===== src/rtl/uart_tx_if.sv =====
// ============================================================================
// Module      : uart_tx_if
// Description : Send/accept handshake between the UART control FSM and uart_tx.
// Revision    : 1.0 - initial release
// ============================================================================
`default_nettype none

interface uart_tx_if;
  logic       send_i;
  logic [7:0] data_i;
  logic       ready_o;
  logic       busy_o;

  modport master (output send_i, output data_i, input ready_o, input busy_o);
  modport slave  (input send_i, input data_i, output ready_o, output busy_o);
endinterface

`default_nettype wire


===== src/rtl/uart_tx.sv =====
// ============================================================================
// Module      : uart_tx
// Description : 8N1 UART transmitter, LSB first, zero-latency start bit.
//               Optional even parity bit when UART_TX_PARITY_EN is defined.
// Revision    : 1.0 - initial release
// ============================================================================
`default_nettype none

module uart_tx #(
  parameter int CLK_FREQ = 10_000_000,
  parameter int BAUD     = 9600
) (
  input  wire       clk_i,
  input  wire       rst_i,
  uart_tx_if.slave  bus,
  output logic      tx_o
);

  localparam int CLKS_PER_BIT = CLK_FREQ / BAUD;
  localparam int CNT_W        = (CLKS_PER_BIT > 2) ? $clog2(CLKS_PER_BIT) : 1;

  generate
    if (CLKS_PER_BIT < 2) begin : g_cpb_check
      $error("uart_tx: CLK_FREQ/BAUD must be at least 2");
    end
  endgenerate

  typedef enum logic [2:0] {
    S_IDLE   = 3'd0,
    S_START  = 3'd1,
    S_DATA   = 3'd2,
    S_STOP   = 3'd3
`ifdef UART_TX_PARITY_EN
    ,S_PARITY = 3'd4
`endif
  } state_t;

  state_t           state_q;
  logic [CNT_W-1:0] cnt_q;
  logic [CNT_W-1:0] cnt_d;
  logic [2:0]       idx_q;
  logic [7:0]       shift_q;
  logic             tx_q;
  logic             ready_q;
  logic             busy_q;
  logic             bit_end;
`ifdef UART_TX_PARITY_EN
  logic             parity_q;
`endif

  assign bit_end = (cnt_q == CNT_W'(CLKS_PER_BIT - 1));
  assign cnt_d   = ((state_q == S_IDLE) || bit_end) ? '0 : cnt_q + CNT_W'(1);

  always_ff @(posedge clk_i or posedge rst_i) begin
    if (rst_i) begin
      state_q  <= S_IDLE;
      cnt_q    <= '0;
      idx_q    <= '0;
      shift_q  <= '0;
      tx_q     <= 1'b1;
      ready_q  <= 1'b1;
      busy_q   <= 1'b0;
`ifdef UART_TX_PARITY_EN
      parity_q <= 1'b0;
`endif
    end else begin
      cnt_q <= cnt_d;
      case (state_q)
        S_IDLE: begin
          tx_q    <= 1'b1;
          ready_q <= 1'b1;
          busy_q  <= 1'b0;
          idx_q   <= '0;
          // Start bit goes out on the accepting edge itself.
          if (bus.send_i) begin
            state_q  <= S_START;
            shift_q  <= bus.data_i;
            tx_q     <= 1'b0;
            ready_q  <= 1'b0;
            busy_q   <= 1'b1;
`ifdef UART_TX_PARITY_EN
            parity_q <= ^bus.data_i;
`endif
          end
        end
        S_START: begin
          if (bit_end) begin
            state_q <= S_DATA;
            tx_q    <= shift_q[0];
            idx_q   <= '0;
          end
        end
        S_DATA: begin
          if (bit_end) begin
            shift_q <= {1'b0, shift_q[7:1]};
            idx_q   <= idx_q + 3'd1;
            if (idx_q == 3'd7) begin
`ifdef UART_TX_PARITY_EN
              state_q <= S_PARITY;
              tx_q    <= parity_q;
`else
              state_q <= S_STOP;
              tx_q    <= 1'b1;
`endif
            end else begin
              tx_q <= shift_q[1];
            end
          end
        end
`ifdef UART_TX_PARITY_EN
        S_PARITY: begin
          if (bit_end) begin
            state_q <= S_STOP;
            tx_q    <= 1'b1;
          end
        end
`endif
        S_STOP: begin
          if (bit_end) begin
            state_q <= S_IDLE;
            ready_q <= 1'b1;
            busy_q  <= 1'b0;
          end
        end
        default: begin
          state_q <= S_IDLE;
          cnt_q   <= '0;
          idx_q   <= '0;
          tx_q    <= 1'b1;
          ready_q <= 1'b1;
          busy_q  <= 1'b0;
        end
      endcase
    end
  end

  assign tx_o        = tx_q;
  assign bus.ready_o = ready_q;
  assign bus.busy_o  = busy_q;

endmodule

`default_nettype wire


===== src/flat_wrapper.sv =====
// flat-port wrapper written by rule: the top's interface ports become plain ports
module uart_tx_flat 
#(
  parameter int CLK_FREQ = 10_000_000,
  parameter int BAUD     = 9600
)
  (clk_i, rst_i, tx_o, bus_send_i, bus_data_i, bus_ready_o, bus_busy_o);
  uart_tx_if bus_i ();
  input  wire clk_i;
  input  wire rst_i;
  output logic tx_o;
  input wire logic [$bits(bus_i.send_i)-1:0] bus_send_i;
  input wire logic [$bits(bus_i.data_i)-1:0] bus_data_i;
  output wire logic [$bits(bus_i.ready_o)-1:0] bus_ready_o;
  output wire logic [$bits(bus_i.busy_o)-1:0] bus_busy_o;
  assign bus_i.send_i = bus_send_i;
  assign bus_i.data_i = bus_data_i;
  assign bus_ready_o = bus_i.ready_o;
  assign bus_busy_o = bus_i.busy_o;
  uart_tx #(.CLK_FREQ(CLK_FREQ), .BAUD(BAUD)) u_core (.clk_i(clk_i), .rst_i(rst_i), .bus(bus_i), .tx_o(tx_o));
endmodule

===== config.mk =====
export PLATFORM = sky130hd
export DESIGN_NAME = uart_tx_flat
export DESIGN_NICKNAME = d
export VERILOG_FILES = /design/src/rtl/uart_tx_if.sv /design/src/rtl/uart_tx.sv /design/src/flat_wrapper.sv
export SDC_FILE = /design/constraint.sdc
export NUM_CORES = 1
export LEC_CHECK = 0
export ABC_AREA = 1
export BUFFER_PORTS_ARGS = -buffer_cell sky130_fd_sc_hd__clkbuf_2
export CORE_MARGIN = 1
export CORE_UTILIZATION = 60
export CTS_BUF_LIST = sky130_fd_sc_hd__clkbuf_8 sky130_fd_sc_hd__clkbuf_16
export DETAILED_ROUTE_END_ITERATION = 10
export GPL_ROUTABILITY_DRIVEN = 0
export PLACE_DENSITY = 0.82
export SLEW_MARGIN = 20
export SYNTH_ARGS = -nofsm -noshare
export SYNTH_HDL_FRONTEND = slang
export SYNTH_SLANG_ARGS = --single-unit

===== constraint.sdc =====
create_clock -name clk_i -period 3.2 [get_ports clk_i]
set_input_delay 0.16 -clock clk_i [delete_from_list [all_inputs] [get_ports clk_i]]
set_output_delay 0.16 -clock clk_i [all_outputs]
set_load 0.03 [all_outputs]

==> results <==
- In this run the cell area of the synthesized design comes to about 1500 um^2.
- Of the cells placed in the final design, the portion with a size suffix greater than 1 is 25.0%.
- The slew at the pin closest to its max-slew limit is about 0.65 ns.
- The detailed-route wire length is 2.69 mm.
- The remaining design rule violation count is 0.
- The synthesized-area fraction occupied by and/or/nand/nor cells is between 20% and 30%.
- The most common library cell in the layout ignoring fill and taps is nand2_1.
- The launch point of the worst reg-to-reg path is u_core.state_q[0]$_DFFE_PP0P_.
- The reg2reg setup slack is 1.16 ns.
- The count of inserted antenna diode cells is 0.
- The first global-routing pass estimated 4.44 mm of wire.
- The final critical delay including setup and external delays is 2.04 ns.
- The via count is roughly 1.2k.
- The post-synthesis compound-gate area fraction is a little over a tenth.
- The port buffer count is 13.
- Synthesis produced 172 cells.
- The placed wire-length estimate is just over 2 mm.
- Counting cells, the worst reg-to-reg path comes to 7.
- The total CTS buffers is 3.
- The initial antenna violation count was 0.
- The number of global-route vias before repair is approximately 1.0k.
- In this run the mean area of a mapped cell was ~8.9 um^2.
- The area growth from synthesis to layout is 8.88%.
- The antenna violation net count after detailed routing is 0.
- Headroom to the max-slew limit came out at ~57%.
- The share of synthesized cell area in full adder, half adder and majority cells is 7.33%.
- The most area-hungry cell type in the Yosys netlist is dfrtp_1.
- Yosys mapped a number of flops with a built-in enable equal to 0.
- The aggregate negative setup slack is 0 ns.
- Setup violations remaining at the end of the flow were counted as 0.
- During I/O placement, the number of pins put on the boundary was 14.
- At the worst endpoint, the required time is 3.36 ns.
- Sorting the synthesized cells by area gives the leading types as dfrtp_1 (41%), nand2_1 (9.3%), ha_1 (7.3%).
- The worst setup path is captured at a register.
- The buffer type at the clock tree root is clkbuf_8.
- Based on the critical path, the design can be clocked at up to 0.490 GHz.
- In this run, the number of DRC markers left after iteration 0 of detailed routing was 30.
- On the final layout, the worst clock skew is roughly 0.0028 ns.
- The initial utilization of the core area, before any placement, comes to between 60% and 70%.
- In this run the power density over the cells is around 840 nW/um^2.
- After synthesis, the netlist uses 29 different library cells.
- In the layout the commonest cells are nand2_1 (38), dfrtp_1 (25), inv_1 (16).
- The tightest min-delay check is of the input pin to register type.
- The category of the critical setup timing path is register to register.
- The longest clock path from root to sink contains 2 buffers.
- Entering global routing, the biggest net connects 28 pins.
- Along the worst path, the maximum fanout reaches 16.
- Before antenna repair, the detailed router went through 4 iterations.
- Data on the critical path arrives at its endpoint at 2.20 ns.
- The cell type with the highest occurrence count on the critical path is inv_1.
- Clock-pin slew was measured on the worst setup and hold paths at around 0.090 ns.
- The Yosys step of the flow raised 0 warnings.
- The mux share of post-synthesis cell area is around 4.6%.
- The gate family responsible for the most delay along the worst path is adder cells.
- The insertion delay of the later-clocked pin in the worst-skew pair is between 0.2 and 0.3 ns.
- In this run the worst setup path terminates at u_core.shift_q[5]$_DFFE_PP0P_.
- The floorplan step set the die width to around 53 um.
- The post-synthesis sequential area ratio is 44.1%.
- The worst register-to-register path ends at u_core.shift_q[5]$_DFFE_PP0P_.
- The final max-slew violation count is 0.
- The clock net in this run drives a total of 27 sinks.
- The fraction of synthesized cell area in xor and xnor cells is 0.570%.
- The clock tree from TritonCTS is done.
- The worst hold slack after final layout is about 0.15 ns.
- The hold violation total from the final report was 0.
- The core region is approximately 2300 um^2.
- The post-synthesis net count is 192.
- Among all flip-flop cells after synthesis, the most frequent one is dfrtp_1.
- The total die area is 2770 um^2.
- The number of buffer and inverter stages on the critical path is 2.
- Walking the worst path, the cells encountered are inv_1 -> ha_1 -> inv_1 -> o21ai_4 -> nand2_4 -> nand2_1 -> o21ai_2.
- For this run, the total global-route usage over all layers was measured as between 20% and 30%.
- The slowest stage of the critical path is the ha_1 cell.
- The total congestion overflow is 0.
- The number of rows created at floorplan is 17.
- In this run the number of cells on the critical path is 7.
- The final instance area is about 1700 um^2.
- The vertical extent of the die is ~53 um.
- For this run, the slowest stage of the critical path takes about 0.58 ns.
- The worst setup path is launched from a register.
- The analysis attributes to cell leakage a power of between 0.0008 and 0.0009 uW.
- The share of the synthesized area in the top cell type is 40.7%.
- The async set-or-reset flop fraction in the synthesized netlist is between 90% and 100%.
- The largest voltage drop on the vdd net is around 0.00063 V.
- Dividing the detail-routed wire length by the instance count gives 12.4 um.
- The tool flagged a number of max-cap violations equal to 0.
- The launch point of the worst path is u_core.state_q[0]$_DFFE_PP0P_.
- The level count of the clock H-tree is 1.
- The total of flip-flops plus latches after synthesis is 27.
- The cell area reported after detailed placement is approximately 1600 um^2.
- By area, the combinational part of the netlist is dominated by simple AND/OR/NAND/NOR gates.
- In the final design database the tool counted 209 nets.
- The run finished with clean final reports.
- The final clock period utilization by the worst path is 63.8%.
- Setup repair after global routing left no endpoint under its margin.
- Using the TritonRoute via totals, the vias-per-cell ratio works out to approximately 5.5.
## sequential cells by signal, summed over array words and instances, names as in the netlist
register and flops:
u_core.cnt_q 11, u_core.state_q 2, u_core.tx_o 1, u_core.bus.busy_o 1
u_core.bus.ready_o 1, u_core.shift_q 8, u_core.idx_q 3
## Yosys cell counts (2+ instances only)
| library cell | n |
|---|---|
| dfstp_2 | 2 |
| or2_2 | 2 |
| mux2i_1 | 7 |
| nor3b_1 | 2 |
| o21ai_1 | 5 |
| ha_1 | 9 |
| nor2_1 | 10 |
| dfrtp_1 | 25 |
| a21oi_1 | 6 |
| nand4_1 | 3 |
| nand2_2 | 5 |
| o21ai_2 | 8 |
| inv_1 | 16 |
| inv_2 | 5 |
| nor2_2 | 2 |
| nand2_4 | 2 |
| nand2_1 | 38 |
| nor3_1 | 8 |
| nand3_1 | 7 |
## timing repair
| action | 4_1_cts | 5_1_grt |
|---|---|---|
| hold buffers | 0 | 1 |
| buffers inserted | 0 | 0 |
| resized for setup | 0 | 0 |
| endpoints found under the hold margin | 0 | 25 |
## final cells by class
| type | instances | area [um^2] |
|---|---|---|
| sequential | 27 | 678 |
| tap | 28 | 35.0 |
| inverter | 21 | 78.8 |
| clock buffer | 3 | 41.3 |
| fill | 181 | 646 |
| clock inverter | 1 | 3.75 |
| timing repair buffer | 14 | 75.1 |
| multi-input combinational | 122 | 761 |
## power breakdown
part,internal (uW),leakage (uW),switching (uW),total (uW)
clock network,85.8,0.0000269,100,186
logic,250,0.000425,428,678
registers,459,0.000350,88.1,548
total,795,0.000802,617,1410
## worst min path at each step
stage,from,end,depth (start not counted)
finish,bus_data_i[7],u_core.shift_q[7]$_DFFE_PP0P_,3
global route,bus_data_i[7],u_core.shift_q[7]$_DFFE_PP0P_,3
CTS,rst_i,u_core.idx_q[1]$_DFFE_PP0P_,2
detailed placement,rst_i,u_core.idx_q[2]$_DFFE_PP0P_,2
global placement,rst_i,u_core.shift_q[1]$_DFFE_PP0P_,2
floorplan,rst_i,u_core.bus.busy_o$_DFFE_PP0P_,1
## per-stage QoR
stage | cells | utilization [%] | worst slack (ns) | power (uW)
after floorplan | 172 | - | 1.75 | 1110
after global placement | 211 | 69.8 | 1.29 | 1190
after detailed placement | 211 | 69.8 | 1.17 | 1230
after CTS | 215 | 71.7 | 1.14 | 1420
after global routing | 216 | 72.2 | 0.997 | 1520
final | 216 | 72.2 | 1.16 | 1410
## per-layer routing
layer | vias to the layer above | wire (um) | GRT usage, %
met5 | - | 0 | 0
met4 | 0 | 16 | 7.89
met3 | 2 | 96 | 2.90
met2 | 33 | 1340 | 37.1
met1 | 557 | 1230 | 29.6
li1 | 591 | - | -
## worst min-delay path: cells and delay by family
family / cells / cell delay, ns
buffers and inverters: 1 / 0.09
AND/OR/NAND/NOR: 1 / 0.08
AO/OA/AOI/OAI: 1 / 0.06
## cells by family (layout without fill, tap and decap cells)
family | count (synthesis) | in the layout
XOR/XNOR | 1 | 1
multiplexers | 7 | 7
AND/OR/NAND/NOR | 82 | 82
adder cells (fa/ha/maj) | 9 | 9
AO/OA/AOI/OAI | 23 | 23
flip-flops | 27 | 27
buffers and inverters | 23 | 39
(Power assumes the default switching activity.)
